===== src/rtl/fetch_unit.sv =====
// ---------------------------------------------------------------------------
// fetch_unit
//
// Instruction fetch sequencer. Reads one 16-bit instruction word from program
// memory at the current program counter, holds it for the execution unit, and
// then advances the program counter. The counter either increments (wrapping
// modulo 1024) or loads the 10-bit jump target taken from the held
// instruction.
//
// Configuration macro:
//   FETCH_HALT_EN  - when defined, fetching the word 16'hFFFF stops the unit
//                    in a halt state that only reset leaves. When undefined,
//                    16'hFFFF is an ordinary instruction and halted is tied 0.
//
// Ports:
//   reloj        in   1   clock, all state changes on the rising edge
//   reset        in   1   synchronous active-high reset
//   mem_req      out  1   program-memory read request
//   mem_addr     out  10  read address (always equal to pc)
//   mem_ack      in   1   memory returns data this cycle (used only in S_REQ)
//   mem_rdata    in   16  instruction word, valid with mem_ack
//   instr        out  16  instruction register: opcode [15:10], target [9:0]
//   opcode       out  6   instr[15:10]
//   instr_valid  out  1   instr is held for execution
//   exec_done    in   1   consumer accepts instr (used only in S_ISSUE)
//   s_inc        in   1   1: next pc = pc+1, 0: next pc = instr[9:0]
//   pc           out  10  current program counter
//   halted       out  1   fetch stopped (constant 0 without FETCH_HALT_EN)
// ---------------------------------------------------------------------------
module fetch_unit (
    input  logic        reloj,
    input  logic        reset,
    output logic        mem_req,
    output logic [9:0]  mem_addr,
    input  logic        mem_ack,
    input  logic [15:0] mem_rdata,
    output logic [15:0] instr,
    output logic [5:0]  opcode,
    output logic        instr_valid,
    input  logic        exec_done,
    input  logic        s_inc,
    output logic [9:0]  pc,
    output logic        halted
);

    localparam logic [1:0] S_IDLE  = 2'd0;
    localparam logic [1:0] S_REQ   = 2'd1;
    localparam logic [1:0] S_ISSUE = 2'd2;
    localparam logic [1:0] S_HALT  = 2'd3;

    logic [1:0]  state_r;
    logic [1:0]  state_next_s;
    logic [9:0]  pc_r;
    logic [9:0]  pc_next_s;
    logic [15:0] instr_r;
    logic [15:0] instr_next_s;
    logic        mem_req_r;
    logic        instr_valid_r;

    // Next-state, next-pc and next-instruction decode.
    always_comb begin
        state_next_s = state_r;
        pc_next_s    = pc_r;
        instr_next_s = instr_r;
        case (state_r)
            S_IDLE: begin
                state_next_s = S_REQ;
            end
            S_REQ: begin
                if (mem_ack) begin
                    // instr only ever changes here (or on reset).
                    instr_next_s = mem_rdata;
`ifdef FETCH_HALT_EN
                    if (mem_rdata == 16'hFFFF) begin
                        state_next_s = S_HALT;
                    end else begin
                        state_next_s = S_ISSUE;
                    end
`else
                    state_next_s = S_ISSUE;
`endif
                end else begin
                    // Hold request and address stable until the memory answers.
                    state_next_s = S_REQ;
                end
            end
            S_ISSUE: begin
                if (exec_done) begin
                    // 10-bit add wraps 1023 -> 0 by construction.
                    if (s_inc) begin
                        pc_next_s = pc_r + 10'd1;
                    end else begin
                        pc_next_s = instr_r[9:0];
                    end
                    state_next_s = S_REQ;
                end else begin
                    state_next_s = S_ISSUE;
                end
            end
            S_HALT: begin
`ifdef FETCH_HALT_EN
                state_next_s = S_HALT;
`else
                // Unreachable in this build; recover to a clean fetch.
                state_next_s = S_IDLE;
`endif
            end
            default: begin
                state_next_s = S_IDLE;
            end
        endcase
    end

    // State, datapath and output registers; reset wins over every input.
    always_ff @(posedge reloj) begin
        if (reset) begin
            state_r       <= S_IDLE;
            pc_r          <= 10'd0;
            instr_r       <= 16'h0000;
            mem_req_r     <= 1'b0;
            instr_valid_r <= 1'b0;
        end else begin
            state_r       <= state_next_s;
            pc_r          <= pc_next_s;
            instr_r       <= instr_next_s;
            // Outputs are decoded from the next state so they are registered
            // yet line up exactly with the state they describe.
            mem_req_r     <= (state_next_s == S_REQ);
            instr_valid_r <= (state_next_s == S_ISSUE);
        end
    end

`ifdef FETCH_HALT_EN
    logic halted_r;

    // Halt flag register, set on entry to the halt state.
    always_ff @(posedge reloj) begin
        if (reset) begin
            halted_r <= 1'b0;
        end else begin
            halted_r <= (state_next_s == S_HALT);
        end
    end

    assign halted = halted_r;
`else
    assign halted = 1'b0;
`endif

    assign mem_req     = mem_req_r;
    assign mem_addr    = pc_r;
    assign pc          = pc_r;
    assign instr       = instr_r;
    assign opcode      = instr_r[15:10];
    assign instr_valid = instr_valid_r;

endmodule


===== config.mk =====
export PLATFORM = sky130hd
export DESIGN_NAME = fetch_unit
export DESIGN_NICKNAME = d
export VERILOG_FILES = /design/src/rtl/fetch_unit.sv
export SDC_FILE = /design/constraint.sdc
export NUM_CORES = 1
export LEC_CHECK = 0
export CORE_MARGIN = 1.5
export CORE_UTILIZATION = 44
export DETAILED_ROUTE_END_ITERATION = 16
export PLACE_DENSITY = 0.95
export SYNTH_ARGS = -nofsm -noshare
export SYNTH_HDL_FRONTEND = slang
export SYNTH_SLANG_ARGS = --single-unit

===== constraint.sdc =====
create_clock -name reloj -period 4.55 [get_ports reloj]
set_input_delay 1.365 -clock reloj [delete_from_list [all_inputs] [get_ports reloj]]
set_output_delay 1.365 -clock reloj [all_outputs]
set_load 0.02 [all_outputs]

# After elaboration in Yosys (flattened, before gate mapping)
# Index checks and enable logic that the tools add are counted.
# totals
inputBits,21
register_bits,30
# classes
n_mux,4
eq_ne,5
addsub,1
reduce_logical,3
# op_table
operator,n
$add 10x1->10 const B,1
$mux 10,1
$pmux 2 s4,1
$eq 2x2->1 const B,3
$eq 2x1->1 const B,2
$mux 2,2
$reduce_and 2->1,2
$logic_not 2->1,1

# Longest topological paths before layout
# logic_depth
depth_word,3
ltp_mapped,6

# Worst setup path before layout
# OpenSTA, ideal clock, no wires.
# synth_path
path_kind,input to register
startpoint,in s_inc
endpoint,reg pc_r[9] (netlist: mem_addr[9])
path_buffers,1
setup_slack_ns,2.036
path_stages,5
t_arrival_ns,2.440
cell_sequence,buf_2 > inv_1 > or4_1 > mux2_2 > a31oi_1
# synth_via
elab_chain_len,1
# synth_rtl
item,line_no,text
start: declaration,41,"input logic s_inc,"
$mux 10,90,if (s_inc) begin
end signal: assignment,124,pc_r <= pc_next_s;
end: declaration,53,logic [9:0] pc_r;
# No other way between the ends.
# A chain may end at the register's enable or synchronous reset.

# Final worst setup path
# Ends and elaborated chain as after synthesis.

==> impl.org <==
** Timing
- Measured against its own limit, the worst slew margin works out to 0.272.
- Post-route clock period utilization :: 0.723
- Max Transition Viols Final :: 0
- Final Hold Violating Endpoints :: 0
- Fin crit period :: 3.29 ns
- Between clock sinks in the finished design, the worst skew comes to 0.00998 ns.
- At the pin with the least slew margin, the transition time is 1.09 ns.
- Setup violations remaining at the end of the flow were counted as 0.
- Timing would allow up to slightly above 300 MHz.
- Tightest hold margin :: 0.478 ns
- For the final routed database, the setup TNS stands at 0 ns.
- Unrepaired setup endpoints after global routing :: no

** Yosys
- Post-synthesis share of cell area spent on and, or, nand and nor gates :: 0.236
- Summing every instance area after synthesis gives 1420 um2.
- Synthesis instantiated 35 different standard cells from the library.
- Of all cell types, the one taking the most synthesized area is sky130_fd_sc_hd__dfxtp_1.
- Post-synthesis adder-cell area fraction :: 0.00879
- Post-Synthesis Mean Instance Area :: 7.78 um2
- Counting every net in the synthesized netlist gives 205.
- Synthesis handed over a netlist of 183 instances.
- Fraction of post-synthesis cell area in the top cell type by area :: 0.422
- The compound-gate portion of the synthesized area was 0.191.
- Counting flops with a built-in enable in the synthesized netlist gives 0.
- For this run, the register share of the synthesized area comes to 0.422.
- Combinational family with the most area after synthesis :: simple AND/OR/NAND/NOR gates
- Of the total synthesized cell area, the portion taken by XOR and XNOR cells is 0.
- For this run, the leading register cell type out of synthesis is sky130_fd_sc_hd__dfxtp_1.
- Dominant cells by area after synthesis :: sky130_fd_sc_hd__dfxtp_1, sky130_fd_sc_hd__a21oi_1, sky130_fd_sc_hd__nand2_1, sky130_fd_sc_hd__buf_4, sky130_fd_sc_hd__nor2_1
- Flop and latch count out of synthesis :: 30
- Portion of netlist area occupied by mux cells :: 0.0149
- For this run, asynchronously set or reset flops after synthesis account for 0.
- Number of warnings reported in the yosys synthesis log :: 0

** Drt
- The first TritonRoute pass finished after 4 iterations.
- 1st-iter DRT viols :: between 60 and 70
- Detailed-route vias per instance :: 5.12
- Number of remaining DRC errors :: 0
- Total via count in the routed design :: 1398
- For this block, the routed nets add up to 3410 um of wire.
- Once detail routing completed, the nets flagged for antenna violations numbered 0.
- Average routed wire per standard cell :: approximately 12 um

** Outcome
- The run finished with clean final reports.

** Setup path
- STA classifies the critical path endpoint as a flip-flop.
- STA puts the critical path data arrival time at 3.51 ns.
- Reg2reg setup slack :: 2.73 ns
- Cell class contributing the biggest share of worst-path delay :: buffers and inverters
- Cell type of the slowest stage on the worst timing path :: sky130_fd_sc_hd__clkdlybuf4s50_1
- Max incr delay on CP :: 0.83 ns
- Startpoint class of the critical path :: input port
- Highest fanout seen on the critical path :: 17
- Critical-path cell list :: clkdlybuf4s50_1 > inv_1 > or4_1 > mux2_2 > a31oi_1
- Counting both buffers and inverters, the worst setup path holds a total of 2.
- Data on the critical path is required at its endpoint by 4.77 ns.
- The critical path is of the input port to flip-flop type.

** Power
- Maximum ir drop on the vdd rail :: 0.199 mV
- In this run the static leakage power is a little over 0.7 nW.
- Power per cell area :: 265 nW/um2

** Run
- The tool flagged a number of max-cap violations equal to 0.

** Final layout
- Relative to the synthesized area, the layout overhead comes to 41.9%.
- Number of nets in the final layout :: 250
- Ratio of cells with drive above 1 in the final layout :: 0.0568
- The layout has 254 filler cells.
- The repair_antennas step left the layout with diodes totalling 0.
- Finished Core Util :: 0.662

** GRT
- The initial antenna violation count was 0.
- Number of global-route vias before repair :: 1247
- The total overflow left after global routing is 0.
- For this run, the total global-route usage over all layers was measured as 0.204.
- First-pass GRT wire length :: 5530 um
- Largest net degree at the start of global routing :: 31

** Die
- Area of the core region :: approximately 3100 um2
- During I/O placement, the number of pins put on the boundary was 66.
- Die W :: 59.9 um
- For this configuration, the core starts out at a cell density of 0.466.
- Die span in y :: 59.9 um
- Area of the die :: about 3600 um2
- In this run the core area contains 20 standard-cell rows.

** Clock network
- Clock tree from TritonCTS :: done
- Number of post-CTS setup repair buffers :: 0
- Clk slew on worst S/H paths :: about 0.09 ns
- The H-tree generated during clock tree synthesis spans 2 levels.
- Number of buffers inserted during clock tree synthesis :: 5
- The clock passes through at most 2 buffers.
- In this run, post-CTS hold repair placed 0 buffers.
- The tree built by TritonCTS fans out to 30 sinks.
- Clock network latency to the later pin of the worst-skew pair :: 0.32 ns
- Clock root buffer :: sky130_fd_sc_hd__clkbuf_4
- The number of gates resized after CTS was 0.

** Hold path
- In this run the worst hold path is classified as flip-flop to flip-flop.

** Placed design
- Port Buffers :: 64
- Detailed Place HPWL :: 2430 um
- The congestion estimate from routability-driven global placement came to ~0.8.
==> worst register-to-register path, cell delays in order (launching register included) <==
cell and delay, ns:
sky130_fd_sc_hd__dfxtp_1 0.46, sky130_fd_sc_hd__ha_1 0.25, sky130_fd_sc_hd__and4_1 0.29, sky130_fd_sc_hd__nand4_1 0.14, sky130_fd_sc_hd__or4_1 0.42, sky130_fd_sc_hd__a31oi_1 0.17
==> routing by layer <==
metal / GRT usage / share of wire / up-vias
li1: - / - / 703
met1: 0.252 / 0.42 / 641
met2: 0.335 / 0.50 / 52
met3: 0.0671 / 0.066 / 2
met4: 0.0667 / 0.0076 / 0
met5: 0 / 0 / -
==> power by group <==
| group | internal, mW | leakage, nW | total [mW] | switching (mW) |
|---|---|---|---|---|
| Sequential | 0.273 | 0.244 | 0.282 | 0.00922 |
| Combinational | 0.0466 | 0.438 | 0.0926 | 0.0460 |
| Clock | 0.0748 | 0.0353 | 0.160 | 0.0851 |
==> flip-flops by register name, indices dropped and copies added, names as in the netlist <==
name / cells
instr_valid: 1
state_r: 2
instr: 16
mem_addr: 10
mem_req: 1
==> synthesized netlist by cell type (3+ instances only) <==
library cell	count
sky130_fd_sc_hd__nand2_1	40
sky130_fd_sc_hd__nand3_1	5
sky130_fd_sc_hd__inv_1	3
sky130_fd_sc_hd__dfxtp_1	30
sky130_fd_sc_hd__buf_4	17
sky130_fd_sc_hd__a21oi_1	30
sky130_fd_sc_hd__clkbuf_1	9
sky130_fd_sc_hd__a31oi_1	3
sky130_fd_sc_hd__nor2_1	10
sky130_fd_sc_hd__o21ai_0	6
==> worst paths after layout <==
path,startpoint,endpoint,cells past startpoint
max,s_inc,mem_addr[9]$_SDFFE_PP0P_,5
min,instr[14]$_SDFFE_PP0P_,instr[14]$_SDFFE_PP0P_,2
max reg2reg,mem_addr[0]$_SDFFE_PP0P_,mem_addr[8]$_SDFFE_PP0P_,5
min reg2reg,instr[14]$_SDFFE_PP0P_,instr[14]$_SDFFE_PP0P_,2
==> metrics by stage <==
stage / area [um2] / total power [mW] / setup WS, ns / std cells
final: 2020 / 0.535 / 1.26 / 273
after global routing: 2020 / 0.561 / 1.15 / 273
after CTS: 2020 / 0.539 / 1.30 / 273
after detailed placement: 1960 / 0.381 / 0.967 / 265
after global placement: 1960 / 0.379 / 1.05 / 265
after floorplan: 1420 / 0.337 / 2.04 / 183
==> area by class of cell <==
class                      instances  area (um2)  share of cell area
tap                               44        55.1              0.0272
timing repair buffer              65         648               0.321
clock buffer                       7        55.1              0.0272
inverter                           3        11.3             0.00557
multi-input combinational        123         646               0.320
clock inverter                     1        5.00             0.00248
sequential                        30         601               0.297
==> cell families after synthesis <==
group | count (synthesis)
AND/OR/NAND/NOR | 71
AO/OA/AOI/OAI | 48
buffers and inverters | 30
flip-flops | 30
multiplexers | 2
adder cells (fa/ha/maj) | 1
other | 1
==> layout by cell type (no fill, tap or decap), types with 2 or more instances in the layout <==
master / synthesis / routed
sky130_fd_sc_hd__clkdlybuf4s50_1: 0 / 64
sky130_fd_sc_hd__nand2_1: 40 / 40
sky130_fd_sc_hd__a21oi_1: 30 / 30
sky130_fd_sc_hd__dfxtp_1: 30 / 30
sky130_fd_sc_hd__nor2_1: 10 / 10
sky130_fd_sc_hd__o21ai_0: 6 / 6
sky130_fd_sc_hd__nand3_1: 5 / 5
sky130_fd_sc_hd__clkbuf_4: 0 / 5
sky130_fd_sc_hd__inv_1: 3 / 3
sky130_fd_sc_hd__a31oi_1: 3 / 3
sky130_fd_sc_hd__and3_1: 2 / 2
sky130_fd_sc_hd__or4_1: 2 / 2
sky130_fd_sc_hd__nor3_1: 2 / 2
sky130_fd_sc_hd__o21a_1: 2 / 2
sky130_fd_sc_hd__nor2b_1: 2 / 2
No activity file was read; power rests on OpenSTA's default activity.
